<file path="src/rtl/riscv_pkg.sv">
// Shared definitions for the instruction cache: machine width, default geometry
// and the cache controller state encoding.
package riscv_pkg;

  localparam int XLEN = 32;
  localparam int DEFAULT_INDEX_WIDTH = 6;

  typedef logic [1:0] ic_state_t;

  localparam ic_state_t ST_IDLE    = 2'd0;
  localparam ic_state_t ST_ISSUE   = 2'd1;
  localparam ic_state_t ST_WAIT    = 2'd2;
  localparam ic_state_t ST_DISCARD = 2'd3;

endpackage

</file>
<file path="src/rtl/icache_array.sv">
// Storage for the direct-mapped instruction cache: data and tag arrays without
// reset, plus a per-line valid vector that is cleared by reset.
module icache_array
  import riscv_pkg::*;
#(
  parameter int INDEX_WIDTH = DEFAULT_INDEX_WIDTH,
  parameter int TAG_WIDTH   = 30 - INDEX_WIDTH
) (
  input  logic                   clk,
  input  logic                   rst,
  input  logic [INDEX_WIDTH-1:0] rd_index,
  input  logic [TAG_WIDTH-1:0]   rd_tag,
  output logic                   rd_hit,
  output logic [XLEN-1:0]        rd_data,
  input  logic                   we,
  input  logic [INDEX_WIDTH-1:0] wr_index,
  input  logic [TAG_WIDTH-1:0]   wr_tag,
  input  logic [XLEN-1:0]        wr_data
);

  localparam int LINES = 1 << INDEX_WIDTH;

  logic [XLEN-1:0]      data_arr [LINES];
  logic [TAG_WIDTH-1:0] tag_arr  [LINES];
  logic [LINES-1:0]     valid_q;
  logic [LINES-1:0]     valid_d;

  // Next valid vector: a fill marks its line valid; nothing ever invalidates.
  always_comb begin
    valid_d = valid_q;
    if (we) begin
      valid_d[wr_index] = 1'b1;
    end
  end

  // Valid bits are the only storage that reset clears.
  always_ff @(posedge clk or posedge rst) begin
    if (rst) begin
      valid_q <= '0;
    end else begin
      valid_q <= valid_d;
    end
  end

  // Line fill: data and tag written together; contents are meaningless until valid.
  always_ff @(posedge clk) begin
    if (we) begin
      data_arr[wr_index] <= wr_data;
      tag_arr[wr_index]  <= wr_tag;
    end
  end

  assign rd_hit  = valid_q[rd_index] && (tag_arr[rd_index] == rd_tag);
  assign rd_data = data_arr[rd_index];

endmodule

</file>
<file path="src/rtl/icache_direct.sv">
// Direct-mapped read-only instruction cache, one 32-bit word per line.
// Hits answer one cycle after the request; misses issue a single word fetch to
// the memory controller, fill the line and forward the word. A flush abandons
// the current request; a fetch already in flight is absorbed into the array.
module icache_direct
  import riscv_pkg::*;
#(
  parameter int INDEX_WIDTH = DEFAULT_INDEX_WIDTH,
  parameter int TAG_WIDTH   = 30 - INDEX_WIDTH
) (
  input  logic            clk,
  input  logic            rst,
  input  logic            rdy,
  input  logic            fetch_valid,
  input  logic [XLEN-1:0] fetch_pc,
  input  logic            flush,
  output logic            fetch_ins_valid,
  output logic [XLEN-1:0] fetch_ins,
  input  logic            mc_enable,
  input  logic [XLEN-1:0] mc_ins,
  input  logic            mc_ins_rdy,
  output logic            mc_req,
  output logic [XLEN-1:0] mc_addr
);

  ic_state_t       state_q, state_d;
  logic            fetch_ins_valid_q, fetch_ins_valid_d;
  logic [XLEN-1:0] fetch_ins_q, fetch_ins_d;
  logic            mc_req_q, mc_req_d;
  logic [XLEN-1:0] mc_addr_q, mc_addr_d;

  logic            arr_we;
  logic            rd_hit;
  logic [XLEN-1:0] rd_data;

  // Byte offset within the word plays no part in lookup.
  logic unused_pc_bits;
  assign unused_pc_bits = ^fetch_pc[1:0];

  // Lookup uses the live request pc; fills use the latched miss address.
  icache_array #(
    .INDEX_WIDTH(INDEX_WIDTH),
    .TAG_WIDTH  (TAG_WIDTH)
  ) u_array (
    .clk     (clk),
    .rst     (rst),
    .rd_index(fetch_pc[INDEX_WIDTH+1:2]),
    .rd_tag  (fetch_pc[XLEN-1:INDEX_WIDTH+2]),
    .rd_hit  (rd_hit),
    .rd_data (rd_data),
    .we      (arr_we),
    .wr_index(mc_addr_q[INDEX_WIDTH+1:2]),
    .wr_tag  (mc_addr_q[XLEN-1:INDEX_WIDTH+2]),
    .wr_data (mc_ins)
  );

  // Controller next state: everything holds while rdy is low; otherwise the
  // response and request strobes default to idle and the FSM advances.
  always_comb begin
    state_d           = state_q;
    fetch_ins_valid_d = fetch_ins_valid_q;
    fetch_ins_d       = fetch_ins_q;
    mc_req_d          = mc_req_q;
    mc_addr_d         = mc_addr_q;
    arr_we            = 1'b0;
    if (rdy) begin
      fetch_ins_valid_d = 1'b0;
      mc_req_d          = 1'b0;
      case (state_q)
        ST_IDLE: begin
          if (fetch_valid && !flush) begin
            if (rd_hit) begin
              fetch_ins_valid_d = 1'b1;
              fetch_ins_d       = rd_data;
            end else begin
              mc_addr_d = {fetch_pc[XLEN-1:2], 2'b00};
              state_d   = ST_ISSUE;
            end
          end
        end
        ST_ISSUE: begin
          if (flush) begin
            state_d = ST_IDLE;
          end else if (mc_enable) begin
            mc_req_d = 1'b1;
            state_d  = ST_WAIT;
          end
        end
        ST_WAIT: begin
          if (mc_ins_rdy) begin
            // The returned word is always correct for mc_addr, so fill even
            // when the requester has just redirected.
            arr_we  = 1'b1;
            state_d = ST_IDLE;
            if (!flush) begin
              fetch_ins_valid_d = 1'b1;
              fetch_ins_d       = mc_ins;
            end
          end else if (flush) begin
            state_d = ST_DISCARD;
          end
        end
        ST_DISCARD: begin
          if (mc_ins_rdy) begin
            arr_we  = 1'b1;
            state_d = ST_IDLE;
          end
        end
        default: begin
          state_d = ST_IDLE;
        end
      endcase
    end
  end

  // Controller state and registered outputs.
  always_ff @(posedge clk or posedge rst) begin
    if (rst) begin
      state_q           <= ST_IDLE;
      fetch_ins_valid_q <= 1'b0;
      fetch_ins_q       <= '0;
      mc_req_q          <= 1'b0;
      mc_addr_q         <= '0;
    end else begin
      state_q           <= state_d;
      fetch_ins_valid_q <= fetch_ins_valid_d;
      fetch_ins_q       <= fetch_ins_d;
      mc_req_q          <= mc_req_d;
      mc_addr_q         <= mc_addr_d;
    end
  end

  assign fetch_ins_valid = fetch_ins_valid_q;
  assign fetch_ins       = fetch_ins_q;
  assign mc_req          = mc_req_q;
  assign mc_addr         = mc_addr_q;

endmodule

</file>
<file path="config.mk">
export PLATFORM = sky130hd
export DESIGN_NAME = icache_direct
export DESIGN_NICKNAME = d
export VERILOG_FILES = /design/src/rtl/riscv_pkg.sv /design/src/rtl/icache_array.sv /design/src/rtl/icache_direct.sv
export SDC_FILE = /design/constraint.sdc
export NUM_CORES = 2
export LEC_CHECK = 0
export BUFFER_PORTS_ARGS = -buffer_cell sky130_fd_sc_hd__clkbuf_2
export CAP_MARGIN = 20
export CELL_PAD_IN_SITES_DETAIL_PLACEMENT = 1
export CELL_PAD_IN_SITES_GLOBAL_PLACEMENT = 2
export CORE_ASPECT_RATIO = 0.9
export CORE_MARGIN = 2
export CORE_UTILIZATION = 55
export DETAILED_ROUTE_END_ITERATION = 10
export GPL_TIMING_DRIVEN = 0
export PLACE_DENSITY_LB_ADDON = 0.1
export SETUP_SLACK_MARGIN = 0.2
export SLEW_MARGIN = 15
export SYNTH_ARGS = -nofsm -noshare
export SYNTH_HDL_FRONTEND = slang
export SYNTH_SLANG_ARGS = --single-unit
</file>
<file path="constraint.sdc">
create_clock -name clk -period 10.7 [get_ports clk]
set_clock_uncertainty 0.05 [all_clocks]
set_input_delay 1.07 -clock clk [delete_from_list [all_inputs] [get_ports clk]]
set_output_delay 1.07 -clock clk [all_outputs]
set_load 0.005 [all_outputs]
</file>
==> run summary <==
CTS Root Buffer Type -> sky130_fd_sc_hd__clkbuf_16
Buf/Inv on CP -> 5
Crit Path Category -> in2reg
Max clock buf depth -> 4
Critical path depth in cells -> 15
CTS H-tree depth -> 5
RSZ-0062 raised after global routing -> no
Internal Dissipation -> 25.2 mW
Synthesized instance count -> 6,345
Critical path required time -> 11.42 ns
Switching fraction of total power -> 23.6%
First-pass GRT wire length -> 710 mm
Worst setup slack before clock tree synthesis -> 1.45 ns
Estimated wirelength of the detail-placed design -> 365 mm
Number of distinct library cells after synthesis -> 73
Sequential fraction of design power -> 51.5%
Final critical delay including setup and external delays -> 9.24 ns
Seq/Total Area, Yosys -> 77.5%
Number of hold buffers added after cts -> 0
NetSw -> 7.79 mW
ANT nets after route -> 0
Source-to-sink clock delay at the later pin of the worst-skew pair -> 0.93 ns
Post-route DRC -> 0
Length of the first detailed-routing pass in iterations -> 6
Reg clk slew, reported paths -> 0.06 ns
Cell types occupying the most area after synthesis -> sky130_fd_sc_hd__edfxtp_1 75%, sky130_fd_sc_hd__mux4_2 14%, sky130_fd_sc_hd__mux2i_1 2.4%
Number of standard cells in the layout, taps in and fillers out -> 11,000
Cells along the critical path -> clkbuf_2, clkbuf_1, clkbuf_1, buf_2, nand2b_1, a221oi_1, o21ai_0, o211ai_1, nor3_1, a2111oi_1, nor4b_1, nand4_2, nand2_1, buf_2, mux2_2
Number of buffers added on ports -> 127
Die Footprint -> 264,000 um2
Sum of routed wire length over all layers -> 534 mm
Nets -> 7,304
Number of buffers inserted by post-CTS setup repair -> 0
Placed instance count -> 10,200
Leakage component of the power -> 55.0 nW
Library cell with the largest summed area after synthesis -> sky130_fd_sc_hd__edfxtp_1
Post-Route Hold Slack -> 0.183 ns
Power Density -> 195 nW/um2
Aggregate global-route resource usage -> 40.7%
Clk pwr share -> 40.6%
Worst Max-Slew Pin Slew -> 1.30 ns
Fraction of final layout cells sized beyond drive strength 1 -> 32.3%
Number of vias in the routed layout -> 81,200
Worst setup path end -> mc_addr[27]
Core box area -> 258,000 um2
Horizontal extent of the die -> 541 um
Critical path's largest stage delay -> 1.08 ns
Number of CTS-inserted buffers -> 374
I/O Pins -> 137
Number of DRC markers in iteration 0 -> 16,000
Number of clock sinks -> 3,714
Total design power -> 33.0 mW
Count of flip-flops with a built-in enable after synthesis -> 3,584
Worst setup slack after layout -> 1.46 ns
Final standard cell utilization of the core -> 65.4%
Maxcap violations -> 0
Relative slew slack -> 13.1%
F_max -> 108 MHz
Number of core rows -> 177
Largest net degree at the start of global routing -> 81
Setup crit start kind -> input pin
Area Growth Syn to Fin -> 18.2%
Final-layout fill cell count -> 20,100
Routability congestion estimate from global placement -> 0.893
Flop2flop setup slack -> 3.12 ns
Fin crit share -> 86.4%
Final setup violation count -> 0
Starting density of the core -> 55.3%
Portion of synthesized cell area occupied by the leading cell type -> 75.3%
CP max FO -> 11
Vias in the first global route -> 79,900
Top_reg_cell synth -> sky130_fd_sc_hd__edfxtp_1
CTS tree -> built
Synthesized area divided by synthesized cell count -> 22.5 um2
Syn Std Cell Area -> 143,000 um2
Overflow after GRT -> 0
Fraction of power consumed by combinational cells -> 7.9%
Reg-to-Reg Start -> u_array.tag_arr[60][17]
Number of antenna violations at the first check in global routing -> 45
Proportion of synthesized flip-flops having asynchronous set or reset -> 3.50%
Vias per cell -> 7.41
Synthesis Warnings -> 0
Type of the tightest min-delay check -> in2async
Endpoint of the most critical register-to-register path -> mc_addr[27]
Arrival time at the worst endpoint -> 9.96 ns
Kind of cell with the highest combined delay on the critical path -> simple AND/OR/NAND/NOR gates
Peak ir drop on the vdd network -> 155 uV
Final hold violation count -> 0
Die span in y -> 488 um
Crit path launch -> fetch_pc[7]
Length in cells of the worst reg-to-reg path -> 11
Count of instances resized after the clock tree is built -> 0
Max Transition Viols Final -> 0
Capturing element type of the critical path -> register
Run status -> complete, no violations
Worst path slowest cell -> sky130_fd_sc_hd__a2111oi_1
Flops & latches, synth -> 3,714
Average detailed-routed wire length per instance -> 48.7 um
worst min-delay path by stage:
stage	slack, ns	to	from
3_3_place_gp	0.40	u_array.valid_q[20]	u_array.valid_q[20]
5_1_grt	0.22	fetch_ins[9]	rst
6_report	0.18	mc_addr[6]	rst
2_1_floorplan	0.38	u_array.valid_q[10]	u_array.valid_q[10]
3_5_place_dp	0.40	u_array.valid_q[27]	u_array.valid_q[27]
4_1_cts	0.20	mc_addr[6]	rst
registers in the layout (all words and copies together), names as in the netlist:
register          cells
u_array.valid_q      64
mc_addr              30
mc_req                1
fetch_ins_valid       1
u_array.tag_arr    1536
state_q               2
u_array.data_arr   2048
fetch_ins            32
cells in the final DEF (no fill, tap or decap), drive strengths merged, types with 14 or more instances in the layout:
cell type,instances
buf,621
mux2i,337
edfxtp,3584
dfrtp,130
nand2,123
a22oi,137
mux2,46
mux4,916
clkbuf,718
bufinv,41
nand2b,14
nor2,120
clkinv,132
nand4,18
or2,86
o21ai,50
nor2b,19
diode,21
clkinvlp,20
o22ai,51
a31o,18
inv,19
a32oi,22
nand3,85
a21oi,45
xnor2,15
through the flow:
stage / area, um2 / TNS, ns
2_1_floorplan: 143000 / 0
3_3_place_gp: 148000 / -1482.31
3_5_place_dp: 156000 / 0
4_1_cts: 169000 / 0
5_1_grt: 169000 / 0
6_report: 169000 / 0
worst register-to-register path: cells and delay by family, from the launching register on:
family	cells	cell delay (ns)
compound gates	3	2.04
buf+inv	1	0.72
flops	1	0.37
mux	2	0.88
simple gates	5	3.40
layout make-up:
class                           count  area, um2  area share (%)
Sequential cell                  3714     111000            65.6
Multi-Input combinational cell   2270      30800            18.2
Clock buffer                      478      10200            6.01
Timing Repair Buffer              511       8910            5.27
Tap cell                         3401       4260            2.52
Clock inverter                    200       2050            1.21
Buffer                            350       1810            1.07
Inverter                           12       52.6          0.0311
Antenna cell                       21       52.6          0.0311
power groups by stage:
stage	clock network [mW]	registers, mW	logic, mW
2_1_floorplan	0	17.4	0.949
4_1_cts	13.4	17.0	2.50
3_5_place_dp	0	17.3	2.49
3_3_place_gp	0	17.7	1.79
5_1_grt	13.9	17.0	2.67
6_report	13.4	17.0	2.61
logic make-up after synthesis:
group | after synthesis | share of synthesized area (%)
other | 1 | 0.00262
buffers and inverters | 362 | 1.27
xor gates and xnor gates | 19 | 0.116
DFF | 3714 | 77.5
AOI/OAI and AO/OA | 402 | 1.98
muxes | 1299 | 17.1
and+or+nand+nor | 548 | 1.95
cell usage after synthesis, types with 11 or more instances:
| master | instances |
|---|---|
| sky130_fd_sc_hd__a21oi_1 | 45 |
| sky130_fd_sc_hd__buf_2 | 128 |
| sky130_fd_sc_hd__nand4_1 | 17 |
| sky130_fd_sc_hd__buf_4 | 37 |
| sky130_fd_sc_hd__a22oi_1 | 137 |
| sky130_fd_sc_hd__xnor2_1 | 15 |
| sky130_fd_sc_hd__nor2_1 | 120 |
| sky130_fd_sc_hd__a32oi_1 | 22 |
| sky130_fd_sc_hd__o21ai_0 | 50 |
| sky130_fd_sc_hd__nor3_1 | 12 |
| sky130_fd_sc_hd__nand2_1 | 123 |
| sky130_fd_sc_hd__or2_2 | 85 |
| sky130_fd_sc_hd__buf_1 | 25 |
| sky130_fd_sc_hd__nand3_1 | 85 |
| sky130_fd_sc_hd__mux2i_1 | 337 |
| sky130_fd_sc_hd__nand3b_1 | 11 |
| sky130_fd_sc_hd__o22ai_1 | 51 |
| sky130_fd_sc_hd__a221oi_1 | 13 |
| sky130_fd_sc_hd__dfrtp_1 | 130 |
| sky130_fd_sc_hd__mux4_2 | 916 |
| sky130_fd_sc_hd__buf_6 | 21 |
| sky130_fd_sc_hd__a31o_1 | 15 |
| sky130_fd_sc_hd__edfxtp_1 | 3584 |
| sky130_fd_sc_hd__mux2_2 | 46 |
| sky130_fd_sc_hd__nor2b_1 | 19 |
| sky130_fd_sc_hd__clkbuf_1 | 139 |
| sky130_fd_sc_hd__nand2b_1 | 14 |
| sky130_fd_sc_hd__nor4_1 | 11 |
per-layer routing:
metal	track usage [%]	share of wire [%]	vias up
met3	15.2	16	1378
met1	57.7	36	43400
met5	0	0.043	-
met4	18.1	5.2	30
met2	56.9	43	7639
li1	-	-	28700
(Power assumes the default switching activity.)
